$ cat src/rtl/i2c_temp_responder.sv
// i2c_temp_responder
//   I2C target that answers at DEV_ADDR. A read returns temp_data as two
//   bytes, MSB byte first. The value is captured when the address is
//   acknowledged. A write accepts any number of bytes. Each byte is ACKed,
//   published on rx_data and flagged with a one-cycle rx_valid pulse.
//   Everything runs on clk_100MHz. SCL and SDA are oversampled.
// Ports
//   clk_100MHz  system clock
//   reset_n     synchronous active-low reset
//   scl         bus clock from the master
//   sda_in      bus data as seen on the wire
//   sda_oe      1 = pull SDA low, 0 = release
//   temp_data   16-bit value returned on reads
//   rx_data     last byte written by the master
//   rx_valid    one-cycle pulse when rx_data updates
//   busy        high while this target owns a transfer
module i2c_temp_responder #(
    parameter logic [6:0] DEV_ADDR = 7'h4B
) (
    input  logic        clk_100MHz,
    input  logic        reset_n,
    input  logic        scl,
    input  logic        sda_in,
    output logic        sda_oe,
    input  logic [15:0] temp_data,
    output logic [7:0]  rx_data,
    output logic        rx_valid,
    output logic        busy
);

    typedef enum logic [2:0] {
        IDLE      = 3'd0,
        ADDR      = 3'd1,
        ADDR_ACK  = 3'd2,
        RX_BYTE   = 3'd3,
        RX_ACK    = 3'd4,
        TX_BYTE   = 3'd5,
        TX_ACK    = 3'd6,
        WAIT_STOP = 3'd7
    } state_t;

    state_t      state, state_nxt;
    logic        scl_s1, scl_s2, scl_d;
    logic        sda_s1, sda_s2, sda_d;
    logic        scl_rise, scl_fall, start_det, stop_det;
    logic [2:0]  bit_cnt;
    logic [7:0]  shift_in;
    logic [15:0] tx_sr;
    logic        rw;
    logic        second;     // sending the LSB byte of the read
    logic        sda_oe_nxt;

    // Two-flop synchronizers, plus one more stage for edge detection.
    // They reset to 1 so that the block sees an idle bus.
    always_ff @(posedge clk_100MHz) begin
        if (!reset_n) begin
            scl_s1 <= 1'b1; scl_s2 <= 1'b1; scl_d <= 1'b1;
            sda_s1 <= 1'b1; sda_s2 <= 1'b1; sda_d <= 1'b1;
        end else begin
            scl_s1 <= scl;    scl_s2 <= scl_s1; scl_d <= scl_s2;
            sda_s1 <= sda_in; sda_s2 <= sda_s1; sda_d <= sda_s2;
        end
    end

    assign scl_rise  = scl_s2 & ~scl_d;
    assign scl_fall  = ~scl_s2 & scl_d;
    assign start_det = scl_s2 & scl_d & sda_d & ~sda_s2;
    assign stop_det  = scl_s2 & scl_d & ~sda_d & sda_s2;

    // State register
    always_ff @(posedge clk_100MHz) begin
        if (!reset_n) state <= IDLE;
        else          state <= state_nxt;
    end

    // Next-state logic. START and STOP override every state.
    always_comb begin
        state_nxt = state;
        if (start_det)
            state_nxt = ADDR;
        else if (stop_det)
            state_nxt = IDLE;
        else begin
            case (state)
                ADDR:
                    // shift_in[6:0] already holds the 7 address bits at the 8th rise
                    if (scl_rise && bit_cnt == 3'd7)
                        state_nxt = (shift_in[6:0] == DEV_ADDR) ? ADDR_ACK : WAIT_STOP;
                // sda_oe doubles as the phase flag: low means the ACK has not started yet
                ADDR_ACK:
                    if (scl_fall && sda_oe) state_nxt = rw ? TX_BYTE : RX_BYTE;
                RX_BYTE:
                    if (scl_rise && bit_cnt == 3'd7) state_nxt = RX_ACK;
                RX_ACK:
                    if (scl_fall && sda_oe) state_nxt = RX_BYTE;
                TX_BYTE:
                    if (scl_fall && bit_cnt == 3'd7) state_nxt = TX_ACK;
                TX_ACK:
                    // Entered on a fall, so the master's ACK rise always comes first
                    if (scl_rise && (sda_s2 || second)) state_nxt = WAIT_STOP;
                    else if (scl_fall)                  state_nxt = TX_BYTE;
                default: ;
            endcase
        end
    end

    // Output logic. SDA moves only on SCL falls, or is released on START/STOP.
    always_comb begin
        sda_oe_nxt = sda_oe;
        if (start_det || stop_det)
            sda_oe_nxt = 1'b0;
        else if (scl_fall) begin
            case (state)
                ADDR_ACK: sda_oe_nxt = sda_oe ? (rw & ~temp_data[15]) : 1'b1;
                RX_ACK:   sda_oe_nxt = ~sda_oe;
                TX_BYTE:  sda_oe_nxt = (bit_cnt == 3'd7) ? 1'b0 : ~tx_sr[14];
                TX_ACK:   sda_oe_nxt = ~tx_sr[15];
                default:  sda_oe_nxt = 1'b0;
            endcase
        end
        case (state)
            ADDR_ACK, RX_BYTE, RX_ACK, TX_BYTE, TX_ACK: busy = 1'b1;
            default:                                   busy = 1'b0;
        endcase
    end

    // Datapath
    always_ff @(posedge clk_100MHz) begin
        if (!reset_n) begin
            sda_oe   <= 1'b0;
            rx_data  <= 8'h00;
            rx_valid <= 1'b0;
            bit_cnt  <= 3'd0;
            shift_in <= 8'h00;
            tx_sr    <= 16'h0000;
            rw       <= 1'b0;
            second   <= 1'b0;
        end else begin
            rx_valid <= 1'b0;
            sda_oe   <= sda_oe_nxt;
            if (start_det || stop_det) begin
                bit_cnt  <= 3'd0;
                shift_in <= 8'h00;
            end else begin
                case (state)
                    ADDR: if (scl_rise) begin
                        shift_in <= {shift_in[6:0], sda_s2};
                        bit_cnt  <= bit_cnt + 3'd1;
                        if (bit_cnt == 3'd7) rw <= sda_s2;
                    end
                    RX_BYTE: if (scl_rise) begin
                        shift_in <= {shift_in[6:0], sda_s2};
                        bit_cnt  <= bit_cnt + 3'd1;
                        if (bit_cnt == 3'd7) begin
                            rx_data  <= {shift_in[6:0], sda_s2};
                            rx_valid <= 1'b1;
                        end
                    end
                    ADDR_ACK: if (scl_fall && sda_oe && rw) begin
                        tx_sr  <= temp_data;
                        second <= 1'b0;
                    end
                    // The 8th shift leaves bit 7 of the value in tx_sr[15], ready for byte 2
                    TX_BYTE: if (scl_fall) begin
                        bit_cnt <= bit_cnt + 3'd1;
                        tx_sr   <= {tx_sr[14:0], 1'b0};
                    end
                    TX_ACK: if (scl_fall) second <= 1'b1;
                    default: ;
                endcase
            end
        end
    end

endmodule

$ cat config.mk
export PLATFORM = sky130hd
export DESIGN_NAME = i2c_temp_responder
export DESIGN_NICKNAME = d
export VERILOG_FILES = /design/src/rtl/i2c_temp_responder.sv
export SDC_FILE = /design/constraint.sdc
export NUM_CORES = 1
export LEC_CHECK = 0
export ABC_AREA = 1
export BUFFER_PORTS_ARGS = -buffer_cell sky130_fd_sc_hd__buf_2
export CORE_MARGIN = 10
export CORE_UTILIZATION = 40
export CTS_BUF_LIST = sky130_fd_sc_hd__clkbuf_2
export CTS_CLUSTER_DIAMETER = 80
export DETAILED_ROUTE_END_ITERATION = 8
export SLEW_MARGIN = 0
export SYNTH_ARGS = -nofsm -noshare
export SYNTH_HDL_FRONTEND = slang
export SYNTH_SLANG_ARGS = --single-unit
$ cat constraint.sdc
create_clock -name clk_100MHz -period 1.5 [get_ports clk_100MHz]
set_input_delay 0.15 -clock clk_100MHz [delete_from_list [all_inputs] [get_ports clk_100MHz]]
set_output_delay 0.15 -clock clk_100MHz [all_outputs]
set_load 0.05 [all_outputs]
Yosys cells after proc, flatten, opt, wreduce, memory -nomap -nowiden --
Index checks and enable logic that the tools add are counted.
Operators by class: eq/ne operators 24, reduce and logical (&&, ||, !) cells 25, $add $sub $neg 1, mux-type cells 26, bitwise gates (word level) 20
Operator list (number):
- 2-to-1 mux 3 bit | 11
- 2-to-1 mux 16 bit | 2
- one-hot mux 16 bit (2 select lines) | 1
- inequality test 4 bit (second input constant) | 5
- one-hot mux 3 bit (6 select lines) | 1
- inequality test 2 bit (second input constant) | 8
- AND reduction 4 bit | 4
- AND reduction 7 bit | 2
- == test 3 bit (second input constant) | 4
- inverter 1 bit | 12
- bitwise AND 1 bit | 8
- 2-to-1 mux 1 bit | 8
- nonzero test 8 bit | 1
- == test 7 bit (second input constant) | 1
- == test 3 x 2 -> 1 bit (second input constant) | 2
- one-hot mux 3 bit (2 select lines) | 1
- nonzero test 2 bit | 3
- nonzero test 6 bit | 1
- logical AND 1 bit | 5
- inequality test 5 bit (second input constant) | 1
- OR reduction 5 bit | 1
- one-hot mux 1 bit (4 select lines) | 1
- OR reduction 2 bit | 2
- OR reduction 4 bit | 1
- other kinds (9) | 10
Storage, ports and cells: input port bits 20, bits in registers 47

Logic depth before layout (Yosys ltp) --
depth in word-level cells 7, mapped depth 12

Worst setup path after synthesis --
No wires, ideal clock.
path type register to register, start register sda_oe, end register tx_sr[10], cell stages (with the launch flop) 9, buffers on the path 1, setup slack -57 ps, data required time 1384 ps, clock period less this slack 1557 ps, library setup time 116 ps, data arrival time 1441 ps, cells stage by stage dfxtp_1 > nand3_1 > inv_1 > nand3_2 > nand2_2 > nand2_4 > buf_6 > o21ai_0 > nor2_1
Between the ends: cells in the longest elaborated chain, start to end 4
Ends and longest elaborated chain:
- start: declaration | line 24 | output logic sda_oe,
- start signal: assignment | line 140 | sda_oe <= sda_oe_nxt;
- logical AND 1 bit (2 in a row) | line 159 | ADDR_ACK: if (scl_fall && sda_oe && rw) begin
- inequality test 2 bit (no line)
- AND reduction 4 bit (no line)
- end signal: assignment | line 160 | tx_sr <= temp_data;
- end signal: assignment | line 166 | tx_sr <= {tx_sr[14:0], 1'b0};
- end: declaration | line 48 | logic [15:0] tx_sr;
Every way passes these cells. A chain may end at the register's enable or synchronous reset.

Final worst setup path --
start register state[1], end output port busy
Between the ends: cells in the longest elaborated chain, start to end 3, elaborated cells on any way between the ends 7
Ends and longest elaborated chain:
- start: declaration | line 42 | state_t state, state_nxt;
- start signal: assignment | line 73 | else state <= state_nxt;
- == test 3 bit / == test 3 x 2 -> 1 bit (equally long branches) | line 121 | case (state)
- OR reduction 5 bit * | line 121
- 2-to-1 mux 1 bit * | line 121
- end: declaration | line 28 | output logic busy
Mark *: on every way between the ends. The rest lies on a longest branch, timed or not.

==> impl_metrics.json <==
{
  "worstPathCellList": "buf_6 > nand2_1 > nand2_1 > nand2_2 > buf_8",
  "hold_violations": 0,
  "crit_path_end_kind": "output pin",
  "swShare_pct": 33.62,
  "syn2layout_area_growth_pct": 28.07,
  "yosys_warnings": 0,
  "clock-root-buffer": "clkbuf_2",
  "ant_nets": 0,
  "dieArea_um2": 9155,
  "final_common_cell": "nand2_1",
  "num-nets-final": 408,
  "multi_input_area_um2": 1251,
  "final_area_um2": 2934,
  "criticalPathCategory": "register to output pin",
  "drv_slew": 0,
  "fill_cells": 580,
  "num_antenna_cells": 0,
  "power_leakage_nw": 1.331,
  "first_iter_violations": 87,
  "drc": 0,
  "cts.sinks": 47,
  "dpl-instance-area_um2": 2618,
  "synth.avg_cell_area_um2": 7.006,
  "globalRouteOverflowTotal": 0,
  "clk_pin_slew_worst_paths_ps": 270,
  "seq_area_um2": 954.7,
  "synth.ff_latch_count": 47,
  "drt-wirelength-per-cell_um": 12.23,
  "finalSetupViolCount": 0,
  "viasPerCell": 4.731,
  "cpMostUsedCell": "nand2_1",
  "routabilityCongestion": 0.8676,
  "clock_path_buffers": 2,
  "crit_slowest_cell": "dfxtp_4",
  "combPwrFrac_pct": 31.5,
  "layout-drive-gt1-share_pct": 33.42,
  "routed-via-count": 2167,
  "seqPwrFrac_pct": 41.8,
  "fp.coreArea_um2": 5540,
  "setup_tns_ps": 0,
  "p_int_mw": 2.269,
  "grt_max_degree": 28,
  "dr.pass1.iters": 5,
  "cap_violations": 0,
  "synth_area_um2": 2291,
  "drt-total-wl_mm": 5.603,
  "switchingPower_mw": 1.149,
  "max_freq_mhz": 675.1,
  "crit_arrival_ps": 1330,
  "fp-row-count": 27,
  "syn_nets": 350,
  "track_usage_pct": 12.78,
  "grt_pass1_vias": 2090,
  "pin_count": 31,
  "port_buffers": 30,
  "clk_latency_ps": 440,
  "synth_cell_type_count": 30,
  "pwr_density_cell_nw_per_um2": 1165,
  "clockPowerShare_pct": 26.8,
  "outcome": "finished, final reports clean",
  "hp-class": "input port to register",
  "ir_drop_uv": 643.0,
  "critical_path.max_stage_delay_ps": 430,
  "synth.yosys.seq_area_share_pct": 41.07,
  "worst_ep_required_time_ps": 1350,
  "netlist_instances": 327,
  "start_util_pct": 41.35,
  "die_h_um": 95.68,
  "critPathMaxFanout": 4,
  "tightest_slew_ps": 327.9,
  "layout_common_cells": "nand2_1 (85), nor2_1 (52), dfxtp_1 (38), o21ai_0 (32), buf_2 (29)",
  "finClkSkew_ps": 19.26,
  "cts.htree.levels": 2,
  "cts_buffers": 5,
  "grt_setup_unrepaired": "true",
  "critPathLaunchType": "register",
  "period_share_pct": 98.75,
  "place_hpwl_mm": 4.163,
  "slew_headroom_pct": 78.12,
  "antenna_found_initial": 0,
  "grt_pass1_wl_mm": 9.439,
  "die_w_um": 95.68,
  "fin_crit_ps": 1481,
  "cts_tree": "built"
}
-- worst paths after layout --
| check | slack [ps] | cells past startpoint | endpoint | start |
|---|---|---|---|---|
| hold / removal | 40 | 5 | tx_sr[6] | temp_data[6] |
| setup / recovery | 20 | 5 | busy | state[1] |
| hold reg to reg | 450 | 1 | sda_s2 | sda_s1 |
| setup reg to reg | 50 | 11 | state[0] | bit_cnt[1] |
-- registers in the layout, summed over array words and instances, names as in the netlist, 3 cells and up --
signal and flops:
tx_sr 16, rx_data 8, shift_in 7, bit_cnt 3
state 3
-- power groups by stage --
stage               logic, mW  clock network, mW  registers [mW]
global placement        0.876                  0            1.43
CTS                     0.949              0.935            1.42
floorplan               0.655                  0            1.42
global route             1.19               1.00            1.44
detailed placement      0.878                  0            1.43
finish                   1.07              0.915            1.43
-- per-stage QoR --
step | instances | power, mW | hold WS, ps | worst slack [ps] | utilization (%)
after floorplan | 327 | 2.074 | 256.6 | 49.58 | -
after global placement | 441 | 2.305 | 334.2 | -100.5 | 47.24
after detailed placement | 441 | 2.308 | 339.9 | -82.41 | 47.24
after CTS | 453 | 3.300 | 13.56 | 1.596 | 50.41
after global routing | 458 | 3.632 | 9.943 | -80.12 | 52.96
final | 458 | 3.418 | 39.83 | 18.78 | 52.96
-- cells in the mapped netlist --
master     n  area share [%]
nand2_4    2            0.98
nor3_1     2            0.44
nor3b_1    1            0.33
clkbuf_1   2            0.33
inv_1     20             3.3
a21oi_2    3             1.1
o21ai_0   32             7.0
a22o_2     1            0.44
nor2_2     7             1.9
o21ai_1    1            0.22
ha_1       3             1.6
nand2_2    4             1.1
clkbuf_8   1            0.60
inv_2      6            0.98
buf_2      2            0.44
buf_4      3            0.98
buf_6      3             1.5
nand3_2    5             2.2
o22ai_1    1            0.27
nor2_4     2            0.98
nand4_1    2            0.55
nor2_1    54             8.8
nand3_1    8             1.7
nand2_1   90              15
a21oi_1   17             3.7
or2_2      4             1.1
a21oi_4    1            0.71
dfxtp_1   47              41
nor4_1     1            0.27
inv_4      2            0.55
-- critical path: cells and delay by family (launching register included) --
family	cells	cell delay [ps]
DFF	1	430
and+or+nand+nor	3	190
buffers and inverters	2	280
-- cell type report --
cell class | count | share of cell area, %
multi-input cells | 241 | 42.64
clock buffers | 5 | 0.8529
clock inverters | 3 | 2.431
inverters | 28 | 4.179
flip-flops and latches | 47 | 32.54
repair buffers | 62 | 14.29
well taps | 72 | 3.070
-- layer usage --
metal  wire [um]  vias to the layer above  track usage, %  share of wire, %
met2        2573                       40           20.99                46
met3         273                        7           3.614               4.9
met4          67                        0           3.808               1.2
met1        2688                      970           15.85                48
li1            -                     1150               -                 -
met5           0                        -               0                 0
-- what timing repair did --
item	in CTS	in global routing
endpoints found under the hold margin	3	0
gates resized for setup	16	28
setup buffers	1	5
endpoints found under the setup margin	5	33
pin swaps	2	8
hold buffers	3	0
-- kinds of logic after synthesis --
family	share of synthesized area, %
compound gates	13.49
flops	41.07
simple gates	35.17
fa+ha+maj	1.639
buf+inv	8.629
(Power assumes the default switching activity.)
